--- src/rtl/imm_gen_pkg.sv ---
// Shared types for the ID-stage immediate generator.
//   - RV32I/RV64I major opcodes used by the decoder
//   - fmt_e   : immediate format code presented on o_fmt
//   - entry_t : one skid-buffer entry (instruction + decoded immediate)
// Build option: IMM_BRANCH_SHL_EN (see imm_decode.sv).
package imm_gen_pkg;

  localparam logic [6:0] LD         = 7'b0000011;
  localparam logic [6:0] SD         = 7'b0100011;
  localparam logic [6:0] BRANCH     = 7'b1100011;
  localparam logic [6:0] ALU_IMM    = 7'b0010011;
  localparam logic [6:0] ALU_IMM_32 = 7'b0011011;
  localparam logic [6:0] ALU        = 7'b0110011;
  localparam logic [6:0] ALU_32     = 7'b0111011;
  localparam logic [6:0] JALR       = 7'b1100111;
  localparam logic [6:0] JAL        = 7'b1101111;
  localparam logic [6:0] LUI        = 7'b0110111;
  localparam logic [6:0] AUIPC      = 7'b0010111;

  typedef enum logic [2:0] {
    FMT_R   = 3'd0,
    FMT_I   = 3'd1,
    FMT_S   = 3'd2,
    FMT_B   = 3'd3,
    FMT_U   = 3'd4,
    FMT_J   = 3'd5,
    FMT_ILL = 3'd7
  } fmt_e;

  // Every immediate is a sign extension of inst[31] and fits in 32 bits,
  // so entries hold the 32-bit form; the top widens it to ADDR_W on output.
  typedef struct packed {
    logic [31:0] inst;
    logic [31:0] imm;
    fmt_e        fmt;
    logic        illegal;
  } entry_t;

endpackage

--- src/rtl/imm_decode.sv ---
// Pure combinational immediate decoder: inst -> {imm, fmt, illegal}.
// Ports:
//   i_inst    32-bit instruction word
//   o_imm     sign-extended immediate, ADDR_W bits
//   o_fmt     format code (fmt_e)
//   o_illegal opcode not recognised (imm forced to 0)
// Build option IMM_BRANCH_SHL_EN: B/J immediates emitted as byte offsets
// (field << 1); otherwise raw half-word offsets for the post-mux shifter.
module imm_decode
  import imm_gen_pkg::*;
#(
  parameter int ADDR_W = 32
) (
  input  logic [31:0]       i_inst,
  output logic [ADDR_W-1:0] o_imm,
  output fmt_e              o_fmt,
  output logic              o_illegal
);

  logic [31:0] w_imm32;
  logic        w_s;

  assign w_s = i_inst[31];

  always_comb begin
    w_imm32   = '0;
    o_fmt     = FMT_ILL;
    o_illegal = 1'b0;
    case (i_inst[6:0])
      LD, ALU_IMM, ALU_IMM_32, JALR: begin
        o_fmt   = FMT_I;
        w_imm32 = {{20{w_s}}, i_inst[31:20]};
      end
      SD: begin
        o_fmt   = FMT_S;
        w_imm32 = {{20{w_s}}, i_inst[31:25], i_inst[11:7]};
      end
      BRANCH: begin
        o_fmt = FMT_B;
`ifdef IMM_BRANCH_SHL_EN
        w_imm32 = {{19{w_s}}, w_s, i_inst[7], i_inst[30:25], i_inst[11:8], 1'b0};
`else
        w_imm32 = {{20{w_s}}, w_s, i_inst[7], i_inst[30:25], i_inst[11:8]};
`endif
      end
      LUI, AUIPC: begin
        o_fmt   = FMT_U;
        w_imm32 = {i_inst[31:12], 12'b0};
      end
      JAL: begin
        o_fmt = FMT_J;
`ifdef IMM_BRANCH_SHL_EN
        w_imm32 = {{11{w_s}}, w_s, i_inst[19:12], i_inst[20], i_inst[30:21], 1'b0};
`else
        w_imm32 = {{12{w_s}}, w_s, i_inst[19:12], i_inst[20], i_inst[30:21]};
`endif
      end
      ALU, ALU_32: begin
        o_fmt = FMT_R;
      end
      default: begin
        o_fmt     = FMT_ILL;
        o_illegal = 1'b1;
      end
    endcase
  end

  assign o_imm = ADDR_W'($signed(w_imm32));

endmodule

--- src/rtl/imm_gen_stage.sv ---
// Registered, handshaked immediate generator for the ID stage.
// Decodes i_inst combinationally, captures the result on accept into a
// 2-entry skid buffer (main drives outputs, skid absorbs one beat of
// back-pressure) so the stage keeps full throughput.
// Ports:
//   i_clk, i_rst (async, active high), i_flush (sync, highest priority)
//   i_valid/o_ready/i_inst          upstream handshake
//   o_valid/i_ready                 downstream handshake
//   o_inst, o_imm, o_fmt, o_illegal decoded entry
// Build option IMM_BRANCH_SHL_EN: forwarded to imm_decode.
module imm_gen_stage
  import imm_gen_pkg::*;
#(
  parameter int INST_W = 32,
  parameter int ADDR_W = 64
) (
  input  logic              i_clk,
  input  logic              i_rst,
  input  logic              i_flush,
  input  logic              i_valid,
  output logic              o_ready,
  input  logic [INST_W-1:0] i_inst,
  output logic              o_valid,
  input  logic              i_ready,
  output logic [INST_W-1:0] o_inst,
  output logic [ADDR_W-1:0] o_imm,
  output fmt_e              o_fmt,
  output logic              o_illegal
);

  if (INST_W != 32) begin : g_bad_inst_w
    $error("imm_gen_stage: INST_W must be 32");
  end
  if (ADDR_W < 32) begin : g_bad_addr_w
    $error("imm_gen_stage: ADDR_W must be >= 32");
  end

  entry_t      r_main, r_skid;
  logic        r_main_v, r_skid_v;
  entry_t      w_new;
  logic [31:0] w_imm32;
  fmt_e        w_fmt;
  logic        w_ill;
  logic        w_acc, w_xfer;

  // Decoded at 32 bits; widening happens once, at the output.
  imm_decode #(.ADDR_W(32)) u_dec (
    .i_inst    (i_inst[31:0]),
    .o_imm     (w_imm32),
    .o_fmt     (w_fmt),
    .o_illegal (w_ill)
  );

  assign w_new = '{inst: i_inst[31:0], imm: w_imm32, fmt: w_fmt, illegal: w_ill};

  // o_ready is a pure register: no path from i_ready.
  assign o_ready = !r_skid_v;
  assign w_acc   = i_valid && o_ready;
  assign w_xfer  = r_main_v && i_ready;

  always_ff @(posedge i_clk or posedge i_rst) begin
    if (i_rst) begin
      r_main_v <= 1'b0;
      r_skid_v <= 1'b0;
      r_main   <= '0;
      r_skid   <= '0;
    end else if (i_flush) begin
      r_main_v <= 1'b0;
      r_skid_v <= 1'b0;
    end else if (w_xfer) begin
      if (r_skid_v) begin
        // Skid full implies no accept this cycle; promote skid to main.
        r_main   <= r_skid;
        r_skid_v <= 1'b0;
      end else begin
        r_main_v <= w_acc;
        if (w_acc) r_main <= w_new;
      end
    end else if (w_acc) begin
      if (!r_main_v) begin
        r_main   <= w_new;
        r_main_v <= 1'b1;
      end else begin
        r_skid   <= w_new;
        r_skid_v <= 1'b1;
      end
    end
  end

  assign o_valid   = r_main_v;
  assign o_inst    = r_main.inst;
  assign o_imm     = ADDR_W'($signed(r_main.imm));
  assign o_fmt     = r_main.fmt;
  assign o_illegal = r_main.illegal;

endmodule

--- config.mk ---
export PLATFORM = sky130hd
export DESIGN_NAME = imm_gen_stage
export DESIGN_NICKNAME = d
export VERILOG_FILES = /design/src/rtl/imm_gen_pkg.sv /design/src/rtl/imm_decode.sv /design/src/rtl/imm_gen_stage.sv
export SDC_FILE = /design/constraint.sdc
export NUM_CORES = 1
export LEC_CHECK = 0
export BUFFER_PORTS_ARGS = -buffer_cell sky130_fd_sc_hd__buf_4
export CORE_ASPECT_RATIO = 1.25
export CORE_MARGIN = 3
export CORE_UTILIZATION = 60
export DETAILED_ROUTE_END_ITERATION = 7
export GPL_TIMING_DRIVEN = 0
export PLACE_DENSITY_LB_ADDON = 0.08
export SLEW_MARGIN = 20
export SYNTH_ARGS = -nofsm -noshare
export SYNTH_HDL_FRONTEND = slang
export SYNTH_SLANG_ARGS = --single-unit
--- constraint.sdc ---
create_clock -name i_clk -period 10.65 [get_ports i_clk]
set_clock_uncertainty 0.2 [all_clocks]
set_input_delay 2.13 -clock i_clk [delete_from_list [all_inputs] [get_ports i_clk]]
set_output_delay 2.13 -clock i_clk [all_outputs]
set_load 0.05 [all_outputs]
# Word-level counts from Yosys, hierarchy flattened
# Index checks and enable logic that the tools add are counted.
# Widths: inputs -> output; s select.
dict set report word_totals {
  register_bits 138
  latch_bits 0
  mem_bits_rw 0
  romBits 0
  inputBits 37
  word_cells 56
  n_memories 0
}
dict set report classes {
  n_addsub 0
  n_mul 0
  div_mod_pow 0
  magnitude_cmp 0
  eq_ne 13
  n_shift 0
  n_mux 16
  bitwise 2
  reduce_logical 15
}
# op n
set op_table {}
lappend op_table {{$mux 68} 5}
lappend op_table {{$pmux 32 s5} 1}
lappend op_table {{$eq 7x6->1 const B} 4}
lappend op_table {{$eq 7x5->1 const B} 3}
lappend op_table {{$eq 7x7->1 const B} 3}
lappend op_table {{$pmux 3 s6} 1}
lappend op_table {{$reduce_or 11->1} 1}
lappend op_table {{$mux 1} 9}
lappend op_table {{$reduce_and 4->1} 2}
lappend op_table {{$eq 7x2->1 const B} 1}
lappend op_table {{$reduce_bool 3->1} 2}
lappend op_table {{$reduce_and 2->1} 2}
lappend op_table {{$reduce_bool 2->1} 2}
lappend op_table {{$reduce_or 2->1} 2}
lappend op_table {{$reduce_or 4->1} 1}
lappend op_table {{$ne 3x3->1 const B} 1}
lappend op_table {{$logic_and 1x1->1} 2}
lappend op_table {{$ne 2x1->1 const B} 1}
lappend op_table {{$not 1->1} 2}
lappend op_table {{$logic_not 1->1} 1}

# Logic depth before layout (Yosys ltp)
dict set report depth {
  depth_word 6
  ltp_mapped 8
}

# Cells and area by module
# Synthesis repeated with hierarchy kept, for this count alone.
dict set report unflattened {
  cells_unflattened 504
  area_unflattened_um2 7003.0
}
# mod instances cells_per_inst area_each_um2
set modules_own_cells {}
lappend modules_own_cells {imm_gen_stage 1 407 6211.0}
lappend modules_own_cells {imm_decode 1 97 792.0}

# Least setup slack after synthesis
# No wires, ideal clock.
dict set report synth_path {
  path_kind {register to output}
  start {register r_main (netlist bit o_imm[31])}
  end {output o_imm[32]}
  arrival_ns 1.432
  path_slack_ns 6.888
  stages_incl_launch_ff 2
  path_buffers 1
  cell_sequence {dfrtp_1 -> buf_4}
}
# element line_no
set synth_rtl {}
lappend synth_rtl {{start, declared} imm_gen_stage.sv:38} ;# entry_t r_main, r_skid;
lappend synth_rtl {{start signal, assigned} imm_gen_stage.sv:73} ;# r_main <= r_skid;
lappend synth_rtl {{start signal, assigned} imm_gen_stage.sv:77} ;# if (w_acc) r_main <= w_new;
lappend synth_rtl {{start signal, assigned} imm_gen_stage.sv:81} ;# r_main <= w_new;
lappend synth_rtl {{end, declared} imm_gen_stage.sv:26} ;# output logic [ADDR_W-1:0] o_imm,
# No word-level cell between the ends.

# Final worst setup path
dict set report layout_path {
  start {register r_main (netlist bit o_imm[31])}
  end {output o_imm[37]}
}
# No word-level cell between the ends.

==> results.ini <==
[setup_path]
cp_num_buf_inv = 2
cp_common_cell = buf_4
crit_slowest_cell = dfrtp_1
start_kind = register
r2r_start = r_skid_v
path_cells = buf_4 > buf_4
worstPathRequired_ns = 8.32
cp_max_fo = 34
max_stage_delay_ns = 0.96
cp.arrival_ns = 1.82
critPathKind = register to primary output
r2r_slack_ns = 8.33
crit_path_end_kind = primary output
reg2reg_depth = 5
cpLargestDelayFamily = flip-flops
reg2reg_to = o_imm[11]

[worst_hold_path]
whs_path_depth = 2
hold_end = r_skid[40]
hold_path.class = register to register
worstHoldStart = r_skid[40]

[global_routing]
grt_pass1_wl_mm = 33.5
overflow = 0
antenna_found_initial = 0
first_global_vias = 6684
track_usage_pct = 34.1
grt_start_max_net_pins = 98

[sta]
finalSetupViolations = 0
rsz0062_at_grt = no
fin_crit_sh_pct = 38.9
timing.final.crit_period_ns = 4.15
drv_slew = 0
slew_headroom_pct = 37.1
clock.fmax_mhz = 241
fin_tns_setup_ns = 0
worstMarginPinSlew_ns = 0.943
hold_violations = 0

[finish]
nets = 956
antennaDiodeCount = 0
synthToLayoutAreaGrowth_pct = 27.0
multi_input_area_um2 = 2800
final_cells = 1063
drive_above_1_share_pct = 27.4
finish.instance_area_um2 = 8680
fill_cells = 730
ff_latch_area_um2 = 3450

[placed_design]
place_congestion = 0.961
hpwl_mm = 15.0
port_buffers = 138
postPlaceCellArea_um2 = 8070
dpl.cell_count = 1032

[cts]
cts_sinks = 138
numCtsBuffers = 17
ctsRootBufferMaster = clkbuf_16
cts_buffer_depth = 2
ctsHoldBuffers = 0
clk_latency_ns = 0.42
post-cts-setup-buffer-count = 0
tritoncts = yes
cts_resized = 0
htreeDepth = 4
path_clk_slew_ns = 0.06

[run]
maxCapViolations = 0

[detailed_routing]
wl_per_cell_um = 20.2
routed_wl_mm = 21.5
drcViolationCount = 0
drt_iter0_drc = 582
postRouteAntennaNets = 0
vias = 6607
vias_per_cell = 6.22
drtPass1Iterations = 6

[floorplan]
core_um2 = 10900
top_level_ports = 139
fp-row-count = 42
fp.dieH_um = 125
die-width_um = 101
initial_utilization_pct = 62.8
dieArea_um2 = 12700

[logic_synthesis]
synth_top_flop_cell = dfrtp_1
synth-async-reset-ratio_pct = 100
synth_edf_count = 0
syn_avg_cell_area_um2 = 8.98
synth_nets = 798
yosysUniqueCellTypes = 50
yosys_warnings = 0
synthesis.area_um2 = 6830
ys_seq_elements = 138
ys_seq_area_share_pct = 50.5
synthCells = 761

[run_status]
status = complete, no violations

[power_and_ir_drop]
powerDensity_nw_per_um2 = 204
ir_drop_v = 0.000137
p_leak_nw = 4.06

-- layout make-up --
| cell class | instances | share of cell area [%] |
|---|---|---|
| Timing Repair Buffer | 139 | 12.3 |
| Sequential cell | 138 | 39.8 |
| Clock buffer | 21 | 5.42 |
| Tap cell | 132 | 1.90 |
| Buffer | 88 | 6.21 |
| Clock inverter | 10 | 1.63 |
| Multi-Input combinational cell | 524 | 32.2 |
| Inverter | 11 | 0.562 |
-- power breakdown --
group          internal (mW)  switching (mW)
sequential             0.620          0.0586
clock                  0.386           0.228
combinational          0.150           0.325
-- cells in the mapped netlist, types with 10 or more instances --
| cell | instances | area [um2] |
|---|---|---|
| buf_4 | 35 | 263 |
| o21ai_0 | 20 | 100 |
| dfrtp_1 | 138 | 3450 |
| a21oi_1 | 15 | 75.1 |
| nand2_1 | 188 | 706 |
| nand2b_1 | 20 | 125 |
| a221oi_1 | 15 | 131 |
| o211ai_1 | 20 | 150 |
| nand3_1 | 15 | 75.1 |
| buf_2 | 25 | 125 |
| a31oi_1 | 47 | 294 |
| inv_1 | 10 | 37.5 |
| mux2i_1 | 19 | 190 |
| clkbuf_1 | 20 | 75.1 |
| nor2_1 | 82 | 308 |
-- how the worst max path moves through the flow --
stage,slack [ns],cells after the start,to,start
6_report,6.50,2,o_imm[37],o_imm[31]
4_1_cts,6.46,2,o_imm[37],o_imm[31]
2_1_floorplan,4.62,1,o_fmt[0],i_rst
3_5_place_dp,6.56,5,o_imm[11],i_flush
3_3_place_gp,3.33,2,r_skid[18],i_rst
5_1_grt,6.38,2,o_imm[37],o_imm[31]
-- sequential cells by signal, summed over array words and instances (netlist names) --
signal	cells
o_illegal	1
o_imm	32
o_valid	1
r_skid_v	1
r_skid	68
o_inst	32
o_fmt	3
-- kinds of logic after synthesis --
group | Yosys count | share of synthesized area [%]
multiplexers | 21 | 3.11
AO/OA/AOI/OAI | 153 | 14.9
flip-flops | 138 | 50.5
XOR/XNOR | 1 | 0.128
buffers and inverters | 99 | 8.50
AND/OR/NAND/NOR | 349 | 22.8
-- tightest hold or removal path: cells and delay by family, from the launching register on --
family           cells  cell delay, ns
AND/OR/NAND/NOR      2            0.10
flip-flops           1            0.34
-- layer usage --
metal	GRT usage [%]	part of all wire, %	vias up
met3	8.41	9.5	103
li1	-	-	2899
met5	0	0	-
met2	55.5	49	417
met1	41.3	36	3188
met4	18.1	5.0	0
-- layout by cell type (no fill, tap or decap), types with 3 or more instances in the layout --
master and instances:
buf_4 173, nor2_1 82, dfrtp_1 138, a21oi_1 15
nand3_1 15, clkbuf_8 3, nand2b_1 20, nor4_1 5
or3b_2 3, o21ai_1 9, a31oi_1 47, nand3b_1 3
nor3_1 6, inv_1 9, buf_2 25, a22oi_1 7
o211ai_1 20, a221oi_1 15, bufinv_16 3, and2_1 7
nand2_1 188, mux2i_1 19, a32oi_1 6, o21ai_0 20
clkbuf_1 21, buf_6 6, clkbuf_16 17, a211oi_1 7
-- stage by stage --
| step | total power, mW | setup WS, ns | hold WS (ns) | util, % |
|---|---|---|---|---|
| after floorplan | 0.996 | 4.62 | 0.244 | - |
| after global placement | 1.14 | 3.33 | 0.258 | 73.9 |
| after detailed placement | 1.16 | 6.56 | 0.262 | 74.2 |
| after CTS | 1.76 | 6.46 | 0.277 | 79.8 |
| after global routing | 1.83 | 6.38 | 0.299 | 79.8 |
| final | 1.77 | 6.50 | 0.276 | 79.8 |
Power figures use the tool's default switching activity.
